[src/rtl/bus_ctrl.sv]
// ---------------------------------------------------------------------------
// bus_ctrl - single-master, multi-slave peripheral bus controller.
//
// Decodes the CPU address into one of N_SLV slave regions, drives a shared
// address / write-data / write-enable plus a one-hot slave select, waits for
// the selected slave's ack and returns a one-cycle ready pulse to the CPU.
// Unmapped addresses end with an error response. When BUS_TIMEOUT_EN is
// defined, a slave that fails to ack within TIMEOUT cycles is aborted and
// also answered with an error.
//
// Optional feature macro: BUS_TIMEOUT_EN (access timeout counter).
//
// Ports:
//   clk          bus clock, rising edge
//   rst_n        asynchronous active-low reset
//   cpu_req_i    transfer request (sampled only in IDLE)
//   cpu_we_i     1 = write, 0 = read
//   cpu_addr_i   transfer address
//   cpu_data_i   write data
//   cpu_data_o   read data, qualified by cpu_ready_o
//   cpu_ready_o  one-cycle transfer-complete pulse
//   cpu_err_o    error qualifier, valid with cpu_ready_o
//   per_addr_o   latched address shared by all slaves
//   per_data_o   latched write data shared by all slaves
//   per_we_o     latched write enable
//   per_sel_o    one-hot slave select
//   per_data_i   slave read data, slave k on [k*DATA_W +: DATA_W]
//   per_ack_i    slave acknowledge, one bit per slave
// ---------------------------------------------------------------------------
module bus_ctrl #(
   parameter int ADDR_W     = 32,
   parameter int DATA_W     = 32,
   parameter int N_SLV      = 4,
   parameter int REGION_LSB = 12,
   parameter int TIMEOUT    = 16
) (
   input  logic                    clk,
   input  logic                    rst_n,
   input  logic                    cpu_req_i,
   input  logic                    cpu_we_i,
   input  logic [ADDR_W-1:0]       cpu_addr_i,
   input  logic [DATA_W-1:0]       cpu_data_i,
   output logic [DATA_W-1:0]       cpu_data_o,
   output logic                    cpu_ready_o,
   output logic                    cpu_err_o,
   output logic [ADDR_W-1:0]       per_addr_o,
   output logic [DATA_W-1:0]       per_data_o,
   output logic                    per_we_o,
   output logic [N_SLV-1:0]        per_sel_o,
   input  logic [N_SLV*DATA_W-1:0] per_data_i,
   input  logic [N_SLV-1:0]        per_ack_i
);

   localparam int SEL_W = (N_SLV > 1) ? $clog2(N_SLV) : 1;
   localparam logic [SEL_W:0] N_SLV_C = (SEL_W + 1)'(N_SLV);

   // Elaboration-time parameter sanity checks.
   if (N_SLV < 2 || N_SLV > 16) begin : g_bad_nslv
      $error("bus_ctrl: N_SLV must be in 2..16");
   end
   if (TIMEOUT < 1 || TIMEOUT > 255) begin : g_bad_timeout
      $error("bus_ctrl: TIMEOUT must be in 1..255");
   end

   typedef enum logic [1:0] {IDLE, ACCESS, RESP} state_t;

   state_t              state_q, state_d;
   logic [ADDR_W-1:0]   addr_q, addr_d;
   logic [DATA_W-1:0]   wdata_q, wdata_d;
   logic                we_q, we_d;
   logic [SEL_W-1:0]    idx_q, idx_d;
   logic [DATA_W-1:0]   rdata_q, rdata_d;
   logic                err_q, err_d;
`ifdef BUS_TIMEOUT_EN
   localparam logic [7:0] TO_LAST = 8'(TIMEOUT - 1);
   logic [7:0]          cnt_q, cnt_d;
`endif

   logic [N_SLV-1:0]    sel_dec;
   logic                ack_hit;
   logic [DATA_W-1:0]   rd_mux;
   logic [SEL_W-1:0]    idx_in;

   assign idx_in = cpu_addr_i[REGION_LSB +: SEL_W];

   // One-hot decode of the latched index; out-of-range indices decode to 0.
   for (genvar gi = 0; gi < N_SLV; gi++) begin : g_dec
      assign sel_dec[gi] = (idx_q == SEL_W'(gi));
   end

   // Only the selected slave's ack counts; strays from others are masked.
   assign ack_hit = |(per_ack_i & sel_dec);

   always_comb begin
      rd_mux = '0;
      for (int i = 0; i < N_SLV; i++) begin
         if (sel_dec[i]) rd_mux = per_data_i[i*DATA_W +: DATA_W];
      end
   end

   always_comb begin
      state_d = state_q;
      addr_d  = addr_q;
      wdata_d = wdata_q;
      we_d    = we_q;
      idx_d   = idx_q;
      rdata_d = rdata_q;
      err_d   = err_q;
`ifdef BUS_TIMEOUT_EN
      cnt_d   = cnt_q;
`endif
      case (state_q)
         IDLE: begin
            if (cpu_req_i) begin
               addr_d  = cpu_addr_i;
               wdata_d = cpu_data_i;
               we_d    = cpu_we_i;
               idx_d   = idx_in;
               if ({1'b0, idx_in} < N_SLV_C) begin
                  state_d = ACCESS;
`ifdef BUS_TIMEOUT_EN
                  cnt_d   = '0;
`endif
               end else begin
                  // Decode miss: answer immediately with an error.
                  state_d = RESP;
                  err_d   = 1'b1;
                  rdata_d = '0;
               end
            end
         end
         ACCESS: begin
            // Ack takes priority over a timeout expiring in the same cycle.
            if (ack_hit) begin
               rdata_d = we_q ? '0 : rd_mux;
               err_d   = 1'b0;
               state_d = RESP;
            end
`ifdef BUS_TIMEOUT_EN
            else if (cnt_q == TO_LAST) begin
               rdata_d = '0;
               err_d   = 1'b1;
               state_d = RESP;
            end else begin
               cnt_d = cnt_q + 8'd1;
            end
`endif
         end
         RESP:    state_d = IDLE;
         default: state_d = IDLE;
      endcase
   end

   always_ff @(posedge clk or negedge rst_n) begin
      if (!rst_n) begin
         state_q <= IDLE;
         addr_q  <= '0;
         wdata_q <= '0;
         we_q    <= 1'b0;
         idx_q   <= '0;
         rdata_q <= '0;
         err_q   <= 1'b0;
`ifdef BUS_TIMEOUT_EN
         cnt_q   <= '0;
`endif
      end else begin
         state_q <= state_d;
         addr_q  <= addr_d;
         wdata_q <= wdata_d;
         we_q    <= we_d;
         idx_q   <= idx_d;
         rdata_q <= rdata_d;
         err_q   <= err_d;
`ifdef BUS_TIMEOUT_EN
         cnt_q   <= cnt_d;
`endif
      end
   end

   assign per_sel_o   = (state_q == ACCESS) ? sel_dec : '0;
   assign cpu_ready_o = (state_q == RESP);
   assign cpu_err_o   = (state_q == RESP) && err_q;
   assign cpu_data_o  = rdata_q;
   assign per_addr_o  = addr_q;
   assign per_data_o  = wdata_q;
   assign per_we_o    = we_q;

endmodule
[config.mk]
export PLATFORM = sky130hd
export DESIGN_NAME = bus_ctrl
export DESIGN_NICKNAME = d
export VERILOG_FILES = /design/src/rtl/bus_ctrl.sv
export SDC_FILE = /design/constraint.sdc
export NUM_CORES = 1
export LEC_CHECK = 0
export ABC_AREA = 1
export CAP_MARGIN = 20
export CELL_PAD_IN_SITES_DETAIL_PLACEMENT = 1
export CELL_PAD_IN_SITES_GLOBAL_PLACEMENT = 2
export CORE_UTILIZATION = 20
export DETAILED_ROUTE_END_ITERATION = 16
export PLACE_DENSITY_LB_ADDON = 0.2
export SYNTH_ARGS = -nofsm -noshare
export SYNTH_HDL_FRONTEND = slang
export SYNTH_SLANG_ARGS = --single-unit
[constraint.sdc]
create_clock -name clk -period 1.6 [get_ports clk]
set_input_delay 0.16 -clock clk [delete_from_list [all_inputs] [get_ports clk]]
set_output_delay 0.16 -clock clk [all_outputs]
set_load 0.01 [all_outputs]
Yosys cells after proc, flatten, opt, wreduce, memory -nomap -nowiden
Index checks and enable logic that the tools add are counted.
Word-level totals
  bits in registers: 101
  input port bits: 200
  logic and storage cells: 29
Cells by class
  equality and inequality tests: 7
  mux-type cells: 9
  bitwise logic cells: 1
  reductions and logical operators: 6
Operators with widths (count)
  $mux 32: 5
  $eq 2x2->1 const B: 3
  $reduce_and 2->1: 3
  $and 4x4->4: 1
  $eq 2x1->1 const B: 2
  $logic_not 2->1: 2
  $mux 2: 2
  $mux 4: 1
  $ne 2x2->1 const B: 2
  $pmux 2 s2: 1
  $reduce_or 4->1: 1

Longest topological paths before layout
  depth after elaboration: 6
  depth in mapped cells: 8

Worst setup path after synthesis
OpenSTA, ideal clock, no wires.
  kind: flip-flop to flip-flop
  from: register per_addr_o[12] (netlist name)
  to: register rdata_q[22] (netlist: cpu_data_o[22])
  setup time: 117 ps
  data arrival time: 1321 ps
  required time: 1483 ps
  path slack: 162 ps
  stages on the path, launching flop included: 9
  path buffers: 2
  cell sequence: dfrtp_1 -> buf_2 -> nor2_2 -> buf_2 -> nand2_1 -> nand3_1 -> nand2_1 -> nand3_1 -> nand2_1
RTL lines
  end signal, assigned: RTL line 172  | rdata_q <= rdata_d;
  end, declared: RTL line 72  | logic [DATA_W-1:0] rdata_q, rdata_d;

==> reports/results.ini <==
[critical_path]
crit_fanout=8
startpoint_type=register
endpoint_kind=register
cp.required_ns=1.90
path_class=reg2reg
critPathArrivalTime_ns=1.87
reg2reg_depth=10

[power_and_ir_drop]
combPwrFrac=0.581
power.leakage_uw=0.00384
ir_worst_vdd_v=0.000507
power.density_mw_per_mm2=1730
power.total_uw=15400
p_int_uw=9530
clkPwrFrac=0.140
seqPwrFrac=0.279
p_switching_uw=5890
swShare=0.382

[clocking]
cts.sinks=99
clk_pin_slew_ns=0.08
cts_tree=done
cts-root-buf=clkbuf_16
htree_levels=3
clock_path_buffers=2
clock_latency_ns=0.35
numCtsBuffers=9

[sta]
timing.fmax_ghz=0.637
timing.final.ws_setup_ns=0.0300
finalSetupViolations=0
drv_slew=0
max_slew_margin=0.649
hold_ws_ns=0.330
worst_pin_slew_ns=0.527
period_needed_ns=1.57
min_period_over_period=0.981
final_hold_viol_count=0
clock_skew_ns=0.00656
rsz0062_at_grt=true

[routing]
vias=4923
wirelength_um=19700
wl_per_cell_um=16.5
via_per_inst=4.12
detail-route-antenna-nets=0
first_iter_violations=147
drc=0
drt-pass1-iter-count=4

[die]
core.rowCount=56
die_h_um=158
die_w_um=158
core_sq_mm=0.0237
start_util=0.206
io_pins=303
die_area_sq_mm=0.0250

[layout]
ff_latch_area_sq_mm=0.00248
drive_above_1_share=0.169
multi_input_area_sq_mm=0.00221
fillers=2770
n_antenna_cell=0
final_cells=1196
synthToLayoutAreaGrowth_pct=82.5
finalNetCount=1072
design_area_sq_mm=0.00891

[placed_design]
numPortBuffers=301
placed_area_sq_mm=0.00844
place_hpwl_um=15600
dp.cells=1172
place.gp.congestion=0.758
dp_slack_ns=-0.0989

[synth]
syn_area_per_cell_sq_um=8.72
synth_seq_area_share=0.507
syn_nets=760
synth_cell_types=22
yosysWarnings=0
synthCells=560
synth-seq-cells=99
syn-cell-area_sq_mm=0.00488

[global_route]
grt_pass1_vias=5315
grt_use_total=0.156
antenna_found_initial=0
grt_pass1_wl_um=29400
grt_max_degree=38
grt_overflow_total=0

[outcome]
status=finished, final reports clean

[run]
maxCapViolations=0

[worst_hold_path]
hold_path_class=in2async

## repair_timing
item,CTS,global route
hold endpoints to repair,35,0
gates resized for setup,17,27
gates cloned,0,1
pin swaps,1,10
setup buffers,6,0
endpoints found under the setup margin,22,35
hold buffers,1,0
## cell usage after synthesis
| library cell | n | area share |
|---|---|---|
| nor2_4 | 1 | 0.0023 |
| nor3_1 | 3 | 0.0031 |
| a21oi_1 | 2 | 0.0020 |
| or2_1 | 5 | 0.0064 |
| inv_1 | 32 | 0.025 |
| dfrtp_1 | 99 | 0.51 |
| nand3_1 | 50 | 0.051 |
| nor2_1 | 70 | 0.054 |
| o21ai_0 | 24 | 0.025 |
| o21ai_1 | 10 | 0.010 |
| buf_4 | 3 | 0.0046 |
| nand2_1 | 151 | 0.12 |
| clkbuf_1 | 11 | 0.0085 |
| mux2_2 | 63 | 0.15 |
| buf_2 | 18 | 0.018 |
| buf_1 | 1 | 0.00077 |
| or2_2 | 7 | 0.0090 |
| o21ai_2 | 1 | 0.0018 |
| nor2_2 | 3 | 0.0038 |
| conb_1 | 1 | 0.00077 |
| or2_0 | 3 | 0.0038 |
| inv_2 | 2 | 0.0015 |
## final timing paths
| check | startpoint | slack [ns] | end |
|---|---|---|---|
| min in group clk | cpu_addr_i[25] | 0.41 | per_addr_o[25]$_DFFE_PN0P_ |
| max in group asynchronous | rst_n | 0.63 | cpu_data_o[4]$_DFFE_PN0P_ |
| hold reg to reg | cpu_data_o[26]$_DFFE_PN0P_ | 0.48 | cpu_data_o[26]$_DFFE_PN0P_ |
| setup reg to reg | per_addr_o[13]$_DFFE_PN0P_ | 0.03 | cpu_data_o[30]$_DFFE_PN0P_ |
| setup / recovery | per_addr_o[13]$_DFFE_PN0P_ | 0.03 | cpu_data_o[30]$_DFFE_PN0P_ |
| hold / removal | rst_n | 0.33 | per_data_o[6]$_DFFE_PN0P_ |
## worst max-delay path: stages, from the launching register on
cell and delay (ns):
dfrtp_2 0.42, buf_6 0.12, buf_6 0.12, nor2_4 0.15
nand2_2 0.09, nand2_4 0.09, nor2_2 0.05, nor2_4 0.15
clkbuf_16 0.18, nand3_1 0.07, nand2_1 0.06
## per-layer routing
metal  share of wire  GRT usage  vias to the layer above
met5               0          0                        -
met1            0.38      0.168                     2334
li1                -          -                     2410
met4           0.019     0.0536                        0
met3           0.072     0.0411                       19
met2            0.53      0.292                      160
## area by class of cell
cell class,instances,share of cell area
timing repair buffer,334,0.382
sequential,99,0.278
multi-input combinational,394,0.248
tap,319,0.0448
clock buffer,10,0.0257
inverter,34,0.0143
clock inverter,6,0.00618
## sequential cells by signal, indices dropped and copies added (netlist names)
name and flops:
per_addr_o 32, cpu_data_o 32, per_we_o 1, per_data_o 32
state_q 2
## kinds of logic (layout without fill, tap and decap cells)
group | after synthesis | in the layout | share of synthesized area
AO/OA/AOI/OAI | 37 | 37 | 0.0387
other | 1 | 1 | 0.000768
multiplexers | 63 | 63 | 0.145
buffers and inverters | 67 | 384 | 0.0584
AND/OR/NAND/NOR | 293 | 293 | 0.250
flip-flops | 99 | 99 | 0.507
## cell usage in the layout (no fill, tap or decap), drive strengths merged, types with 2 or more instances in the layout
cell type        n
clkbuf          13
nand3           50
clkinv           3
o21ai           35
nor2            74
or2             15
buf             32
mux2            63
dlygate4sd2      4
clkdlybuf4s50  293
nor3             3
nand2          151
a21oi            2
dfrtp           99
inv             37
## through the flow
step	setup TNS, ns	utilization
after floorplan	0	-
after global placement	-0.0802	0.356
after detailed placement	-1.30	0.356
after CTS	0	0.372
after global routing	-0.691	0.376
final	0	0.376
## power by group through the flow
| stage | Combinational [uW] | Sequential (uW) | Clock (uW) |
|---|---|---|---|
| after floorplan | 3580 | 4840 | 0 |
| after global placement | 8600 | 4300 | 0 |
| after detailed placement | 8730 | 4390 | 0 |
| after CTS | 8930 | 4310 | 2260 |
| after global routing | 9850 | 4460 | 2350 |
| final | 8950 | 4300 | 2160 |
Power figures use the tool's default switching activity.
